[src/rtl/mask_packer_if.sv]
// Pixel-in / mask-word-out bundle of the camera mask packer.
// MASK_PIXEL_COUNT_EN adds the per-frame pixelCount result.
interface mask_packer_if #(
    parameter int ADDR_WIDTH = 14
);
    logic                  enable;
    logic                  frameStart;
    logic                  lineEnd;
    logic                  pixelValid;
    logic [15:0]           pixelData;
    logic [15:0]           thresholdMin;
    logic [15:0]           thresholdMax;
    logic [ADDR_WIDTH-1:0] maskAddress;
    logic [31:0]           maskData;
    logic                  maskWe;
    logic                  frameDone;
    logic                  overflow;
`ifdef MASK_PIXEL_COUNT_EN
    logic [18:0]           pixelCount;

    modport master (
        output enable, frameStart, lineEnd, pixelValid, pixelData, thresholdMin, thresholdMax,
        input  maskAddress, maskData, maskWe, frameDone, overflow, pixelCount
    );
    modport slave (
        input  enable, frameStart, lineEnd, pixelValid, pixelData, thresholdMin, thresholdMax,
        output maskAddress, maskData, maskWe, frameDone, overflow, pixelCount
    );
`else
    modport master (
        output enable, frameStart, lineEnd, pixelValid, pixelData, thresholdMin, thresholdMax,
        input  maskAddress, maskData, maskWe, frameDone, overflow
    );
    modport slave (
        input  enable, frameStart, lineEnd, pixelValid, pixelData, thresholdMin, thresholdMax,
        output maskAddress, maskData, maskWe, frameDone, overflow
    );
`endif
endinterface

[src/rtl/mask_packer.sv]
// Classifies RGB565 pixels against per-channel thresholds and packs the mask bits into 32-bit words.
// Optional MASK_PIXEL_COUNT_EN reports the number of mask-1 pixels written per closed frame.
module mask_packer #(
    parameter int NR_OF_WORDS = 9600,
    parameter int ADDR_WIDTH  = 14
) (
    input logic          clock,
    input logic          nReset,
    mask_packer_if.slave bus
);
    typedef enum logic [1:0] {IDLE = 2'd0, ACTIVE = 2'd1, FULL = 2'd2} state_t;

    localparam logic [ADDR_WIDTH-1:0] LAST_ADDR = ADDR_WIDTH'(NR_OF_WORDS - 1);

    state_t                r_state, w_stateNext;
    logic [31:0]           r_shift, w_shiftBase, w_shiftNext, w_word;
    logic [4:0]            r_cnt, w_cntBase, w_cntNext;
    logic [ADDR_WIDTH-1:0] r_addr, w_addrBase, w_addrNext;
    logic [ADDR_WIDTH-1:0] r_maskAddress;
    logic [31:0]           r_maskData;
    logic                  r_maskWe, r_frameDone, r_overflow;
    logic                  w_run, w_restart, w_pixBit, w_write, w_lastWrite, w_overflowNext;

    function automatic logic f_chanMatch(input logic [5:0] v, input logic [5:0] mn, input logic [5:0] mx);
        return (v >= mn) && (v <= mx);
    endfunction

    function automatic logic f_pixMatch(input logic [15:0] p, input logic [15:0] mn, input logic [15:0] mx);
        return f_chanMatch({1'b0, p[15:11]}, {1'b0, mn[15:11]}, {1'b0, mx[15:11]})
            && f_chanMatch(p[10:5], mn[10:5], mx[10:5])
            && f_chanMatch({1'b0, p[4:0]}, {1'b0, mn[4:0]}, {1'b0, mx[4:0]});
    endfunction

    always_ff @(posedge clock) begin
        if (!nReset) r_state <= IDLE;
        else         r_state <= w_stateNext;
    end

    always_comb begin
        w_stateNext = r_state;
        if (w_lastWrite)         w_stateNext = FULL;
        else if (bus.frameStart) w_stateNext = bus.enable ? ACTIVE : IDLE;
    end

    // frameStart wipes the running frame first; the same cycle's pixel then lands in the new one.
    always_comb begin
        w_restart   = bus.frameStart && (r_state != IDLE);
        w_run       = bus.frameStart ? bus.enable : (r_state == ACTIVE);
        w_cntBase   = bus.frameStart ? 5'd0 : r_cnt;
        w_shiftBase = bus.frameStart ? 32'd0 : r_shift;
        w_addrBase  = bus.frameStart ? '0 : r_addr;
        w_pixBit    = f_pixMatch(bus.pixelData, bus.thresholdMin, bus.thresholdMax);
        w_word      = w_shiftBase;
        w_cntNext   = w_cntBase;
        w_shiftNext = w_shiftBase;
        w_addrNext  = w_addrBase;
        w_write     = 1'b0;
        w_lastWrite = 1'b0;
        if (w_run) begin
            if (bus.pixelValid) begin
                w_word    = w_shiftBase | (32'(w_pixBit) << w_cntBase);
                w_cntNext = w_cntBase + 5'd1;
            end
            w_write = (bus.pixelValid && (w_cntBase == 5'd31))
                   || (bus.lineEnd && (bus.pixelValid || (w_cntBase != 5'd0)));
            if (w_write) begin
                w_lastWrite = (w_addrBase == LAST_ADDR);
                w_cntNext   = 5'd0;
                w_shiftNext = 32'd0;
                // Address parks on the last word once the store is full.
                w_addrNext  = w_lastWrite ? w_addrBase : w_addrBase + ADDR_WIDTH'(1);
            end else begin
                w_shiftNext = w_word;
            end
        end
        w_overflowNext = bus.frameStart ? 1'b0
                       : (r_overflow || ((r_state == FULL) && bus.pixelValid));
    end

    always_ff @(posedge clock) begin
        if (!nReset) begin
            r_shift       <= '0;
            r_cnt         <= '0;
            r_addr        <= '0;
            r_maskAddress <= '0;
            r_maskData    <= '0;
            r_maskWe      <= 1'b0;
            r_frameDone   <= 1'b0;
            r_overflow    <= 1'b0;
        end else begin
            r_shift     <= w_shiftNext;
            r_cnt       <= w_cntNext;
            r_addr      <= w_addrNext;
            r_maskWe    <= w_write;
            r_frameDone <= w_restart || w_lastWrite;
            r_overflow  <= w_overflowNext;
            if (w_write) begin
                r_maskAddress <= w_addrBase;
                r_maskData    <= w_word;
            end
        end
    end

    assign bus.maskAddress = r_maskAddress;
    assign bus.maskData    = r_maskData;
    assign bus.maskWe      = r_maskWe;
    assign bus.frameDone   = r_frameDone;
    assign bus.overflow    = r_overflow;

`ifdef MASK_PIXEL_COUNT_EN
    logic [18:0] r_popAcc, r_pixelCount, w_pop;

    assign w_pop = w_write ? 19'($countones(w_word)) : 19'd0;

    // On a restart the accumulator holds only the closed frame; any write this cycle belongs to the new one.
    always_ff @(posedge clock) begin
        if (!nReset) begin
            r_popAcc     <= '0;
            r_pixelCount <= '0;
        end else if (w_restart) begin
            r_pixelCount <= r_popAcc;
            r_popAcc     <= w_pop;
        end else if (w_lastWrite) begin
            r_pixelCount <= r_popAcc + w_pop;
            r_popAcc     <= '0;
        end else begin
            r_popAcc <= r_popAcc + w_pop;
        end
    end

    assign bus.pixelCount = r_pixelCount;
`endif
endmodule

[src/flat_wrapper.sv]
// flat-port wrapper written by rule: the top's interface ports become plain ports
module mask_packer_flat 
#(
    parameter int NR_OF_WORDS = 9600,
    parameter int ADDR_WIDTH  = 14
)
  (clock, nReset, bus_enable, bus_frameStart, bus_lineEnd, bus_pixelValid, bus_pixelData, bus_thresholdMin, bus_thresholdMax, bus_maskAddress, bus_maskData, bus_maskWe, bus_frameDone, bus_overflow);
  mask_packer_if #(.ADDR_WIDTH(ADDR_WIDTH)) bus_i ();
  input logic clock;
  input logic nReset;
  input wire logic [$bits(bus_i.enable)-1:0] bus_enable;
  input wire logic [$bits(bus_i.frameStart)-1:0] bus_frameStart;
  input wire logic [$bits(bus_i.lineEnd)-1:0] bus_lineEnd;
  input wire logic [$bits(bus_i.pixelValid)-1:0] bus_pixelValid;
  input wire logic [$bits(bus_i.pixelData)-1:0] bus_pixelData;
  input wire logic [$bits(bus_i.thresholdMin)-1:0] bus_thresholdMin;
  input wire logic [$bits(bus_i.thresholdMax)-1:0] bus_thresholdMax;
  output wire logic [$bits(bus_i.maskAddress)-1:0] bus_maskAddress;
  output wire logic [$bits(bus_i.maskData)-1:0] bus_maskData;
  output wire logic [$bits(bus_i.maskWe)-1:0] bus_maskWe;
  output wire logic [$bits(bus_i.frameDone)-1:0] bus_frameDone;
  output wire logic [$bits(bus_i.overflow)-1:0] bus_overflow;
  assign bus_i.enable = bus_enable;
  assign bus_i.frameStart = bus_frameStart;
  assign bus_i.lineEnd = bus_lineEnd;
  assign bus_i.pixelValid = bus_pixelValid;
  assign bus_i.pixelData = bus_pixelData;
  assign bus_i.thresholdMin = bus_thresholdMin;
  assign bus_i.thresholdMax = bus_thresholdMax;
  assign bus_maskAddress = bus_i.maskAddress;
  assign bus_maskData = bus_i.maskData;
  assign bus_maskWe = bus_i.maskWe;
  assign bus_frameDone = bus_i.frameDone;
  assign bus_overflow = bus_i.overflow;
  mask_packer #(.NR_OF_WORDS(NR_OF_WORDS), .ADDR_WIDTH(ADDR_WIDTH)) u_core (.clock(clock), .nReset(nReset), .bus(bus_i));
endmodule
[config.mk]
export PLATFORM = sky130hd
export DESIGN_NAME = mask_packer_flat
export DESIGN_NICKNAME = d
export VERILOG_FILES = /design/src/rtl/mask_packer_if.sv /design/src/rtl/mask_packer.sv /design/src/flat_wrapper.sv
export SDC_FILE = /design/constraint.sdc
export NUM_CORES = 1
export LEC_CHECK = 0
export ABC_CLOCK_PERIOD_IN_PS = 2300
export BUFFER_PORTS_ARGS = -buffer_cell sky130_fd_sc_hd__buf_2
export CORE_ASPECT_RATIO = 2
export CORE_MARGIN = 2
export CORE_UTILIZATION = 52
export CTS_BUF_LIST = sky130_fd_sc_hd__clkbuf_2
export DETAILED_ROUTE_END_ITERATION = 8
export GPL_TIMING_DRIVEN = 1
export PLACE_DENSITY = 0.79
export RECOVER_POWER = 100
export SLEW_MARGIN = 10
export SYNTH_ARGS = -nofsm -noshare
export SYNTH_HDL_FRONTEND = slang
export SYNTH_SLANG_ARGS = --single-unit
[constraint.sdc]
create_clock -name clock -period 2.3 [get_ports clock]
set_clock_uncertainty 0.05 [all_clocks]
set_input_delay 0 -clock clock [delete_from_list [all_inputs] [get_ports clock]]
set_output_delay 0 -clock clock [all_outputs]
set_load 0.02 [all_outputs]
==> impl_metrics.ini <==
[status]
outcome = finished clean

[synth]
syn_inst = 622
synth_warnings = 0
ys_seq_area_share_pct = 40.1
synthesis.nets = 712
yosysMostFrequentCell = dfxtp_1
ys_seq_elements = 102
synth.top_cell.area_share_pct = 40.1
ys_types = 51
syn_area_per_cell_um2 = 8.19
synth-async-reset-ratio_pct = 0
synth_largest_area_cell = dfxtp_1
synth_area_leaders = dfxtp_1 (40%), ha_1 (8.8%), a21oi_1 (6.2%)
synthTopCellsByCount = dfxtp_1 (102), a21oi_1 (63), nand2_1 (45), o21ai_0 (45)
synth_edf_count = 0
synthFlopType = dfxtp_1
syn_area_um2 = 5090

[setup_path]
cp-end-kind = flip-flop
cp_max_fo = 13
reg2reg_depth = 10
critPathCapture = u_core.r_addr[5]$_SDFF_PN0_
crit_start = u_core.r_cnt[1]$_SDFF_PN0_
startpoint_type = flip-flop
critPathKind = flip-flop to flip-flop
crit_required_ps = 2790
r2r_slack_ps = 70
r2r_end = u_core.r_addr[5]$_SDFF_PN0_
arrival_ps = 2720
r2r_start = u_core.r_cnt[1]$_SDFF_PN0_

[placed_design]
io_buffers = 102
place.gp.congestion = 0.874
place_ws_ps = -1.99
dp_hpwl_mm = 9.81

[grt]
grt_util_met1_pct = 26.4
grt_pass1_vias = 4968
grt_antenna_before_repair = 0
grt_overflow_total = 0
grt-busiest-layer = met2
grt_max_degree = 43
grt_pass1_wl_mm = 21.5
grt_util_all_layers_pct = 25.7
met3_usage_pct = 3.79
grt_util_met2_pct = 46.6

[run]
maxCapViolCount = 0

[pwr]
total_power_uw = 3280
power_density_nw_per_um2 = 542
power_leakage_uw = 0.00233
max-vdd-ir-drop_mv = 0.386

[detailed_routing]
routed_wl_mm = 13.2
post-route-drc-count = 0
wl_per_cell_um = 15.3
routed_via_density = 5.66
antenna_left = 0
dr.pass1.iters = 5
route.vias.total = 4883
drt_first_iter_violations = 228

[timing]
max_freq_mhz = 448
hold_violations = 0
rsz0062_at_grt = yes
layout_setup_ws_ps = 67.9
setup_viol = 0
period_needed_ps = 2230
slew_violations = 0
worst_pin_slew_ps = 456
relSlewSlack_pct = 69.3
fin_crit_sh_pct = 97.0

[clock_network]
tritoncts = done
clockBufferDepth = 2
htreeDepth = 3
root_buffer = clkbuf_2
cts.sinks = 102
path_clk_slew_ps = 290
clk_latency_ps = 610
cts_buffers = 9

[floorplan]
fp.dieH_um = 144
num_rows = 51
initial_core_util_pct = 52.9
dieArea_um2 = 10700
core_region_area_um2 = 9640
ioPinCount = 103
die_width_um = 74.0

[finish]
fillCellCount = 881
syn_to_final_growth_pct = 18.7
num_antenna_cells = 0
final_nets = 816
drive_gt1_share_pct = 16.1

[worst_hold_path]
min_path_type = input port to flip-flop
[registers in the layout, summed over array words and instances, names as in the netlist]
name	cells
u_core.r_shift	32
u_core.bus.frameDone	1
u_core.bus.overflow	1
u_core.bus.maskData	32
u_core.bus.maskWe	1
u_core.r_state	2
u_core.bus.maskAddress	14
u_core.r_addr	14
u_core.r_cnt	5
[cells in the final DEF (no fill, tap or decap), types with 34 or more instances in the layout]
cell / synthesis / routed
clkbuf_1: 25 / 48
nand3_1: 41 / 39
nand2_1: 45 / 45
inv_1: 43 / 43
nand2b_1: 43 / 43
ha_1: 36 / 36
a21oi_1: 63 / 61
nor2_1: 34 / 34
dfxtp_1: 102 / 100
o21ai_0: 45 / 45
buf_2: 9 / 54
[report_power, final]
group          internal, µW  switching, µW
logic                   184            272
clock network           373            628
registers              1800           17.3
[worst max-delay path, stage by stage (launching register included)]
cell and delay (ps):
dfxtp_2 390, nor2b_2 150, ha_1 160, and4b_1 180
ha_1 160, a21o_1 180, nand3_2 170, buf_12 220
nor4_2 300, xnor2_1 160, nor2_1 50
[routing by layer]
| metal | wire, µm | part of all wire [%] | up-vias |
|---|---|---|---|
| li1 | - | - | 2369 |
| met1 | 4890 | 37 | 2282 |
| met2 | 7150 | 54 | 184 |
| met3 | 601 | 4.5 | 48 |
| met4 | 601 | 4.5 | 0 |
| met5 | 0 | 0 | - |
[stage by stage]
step                      util [%]  setup TNS, ps  cell area, µm²  hold slack [ps]  std cells
after floorplan                  -              0            5100              122        622
after global placement        60.1              0            5790              272        838
after detailed placement      60.1          -3.81            5790              289        838
after CTS                     62.5         -0.600            6020             94.8        862
after global routing          62.8           -249            6050             98.0        863
final                         62.8              0            6050              102        863
[worst min-delay path by stage]
stage / from / endpoint / slack, ps / cells after the start
4_1_cts: bus_pixelData[10] / u_core.r_shift[4]$_SDFF_PN0_ / 90 / 7
6_report: bus_pixelData[10] / u_core.r_shift[12]$_SDFF_PN0_ / 100 / 7
3_5_place_dp: bus_enable / u_core.r_state[0]$_SDFFE_PP0P_ / 290 / 3
3_3_place_gp: bus_enable / u_core.r_state[0]$_SDFFE_PP0P_ / 270 / 3
2_1_floorplan: nReset / u_core.bus.maskData[0]$_SDFFE_PN0P_ / 120 / 2
5_1_grt: bus_pixelData[10] / u_core.r_shift[12]$_SDFF_PN0_ / 100 / 7
[kinds of logic after synthesis]
family | after synthesis | synth area share [%]
adder cells (fa/ha/maj) | 36 | 8.84
flip-flops | 102 | 40.1
AO/OA/AOI/OAI | 157 | 17.5
AND/OR/NAND/NOR | 229 | 24.3
buffers and inverters | 85 | 7.00
XOR/XNOR | 13 | 2.24
[final cells by class]
type,instances,area [µm²],share of cell area [%]
inverters,44,165,2.73
repair buffers,134,769,12.7
clock inverters,6,92.6,1.53
clock buffers,10,50.0,0.828
well taps,132,165,2.73
multi-input cells,435,2760,45.6
flip-flops and latches,102,2040,33.8
[what timing repair did]
| item | in CTS | in global routing |
|---|---|---|
| buffers inserted | 0 | 0 |
| endpoints found under the hold margin | 89 | 0 |
| pin swaps | 0 | 2 |
| endpoints found under the setup margin | 9 | 52 |
| gates cloned | 0 | 1 |
| hold buffers | 8 | 0 |
| resized for setup | 2 | 14 |
Power figures use the tool's default switching activity.
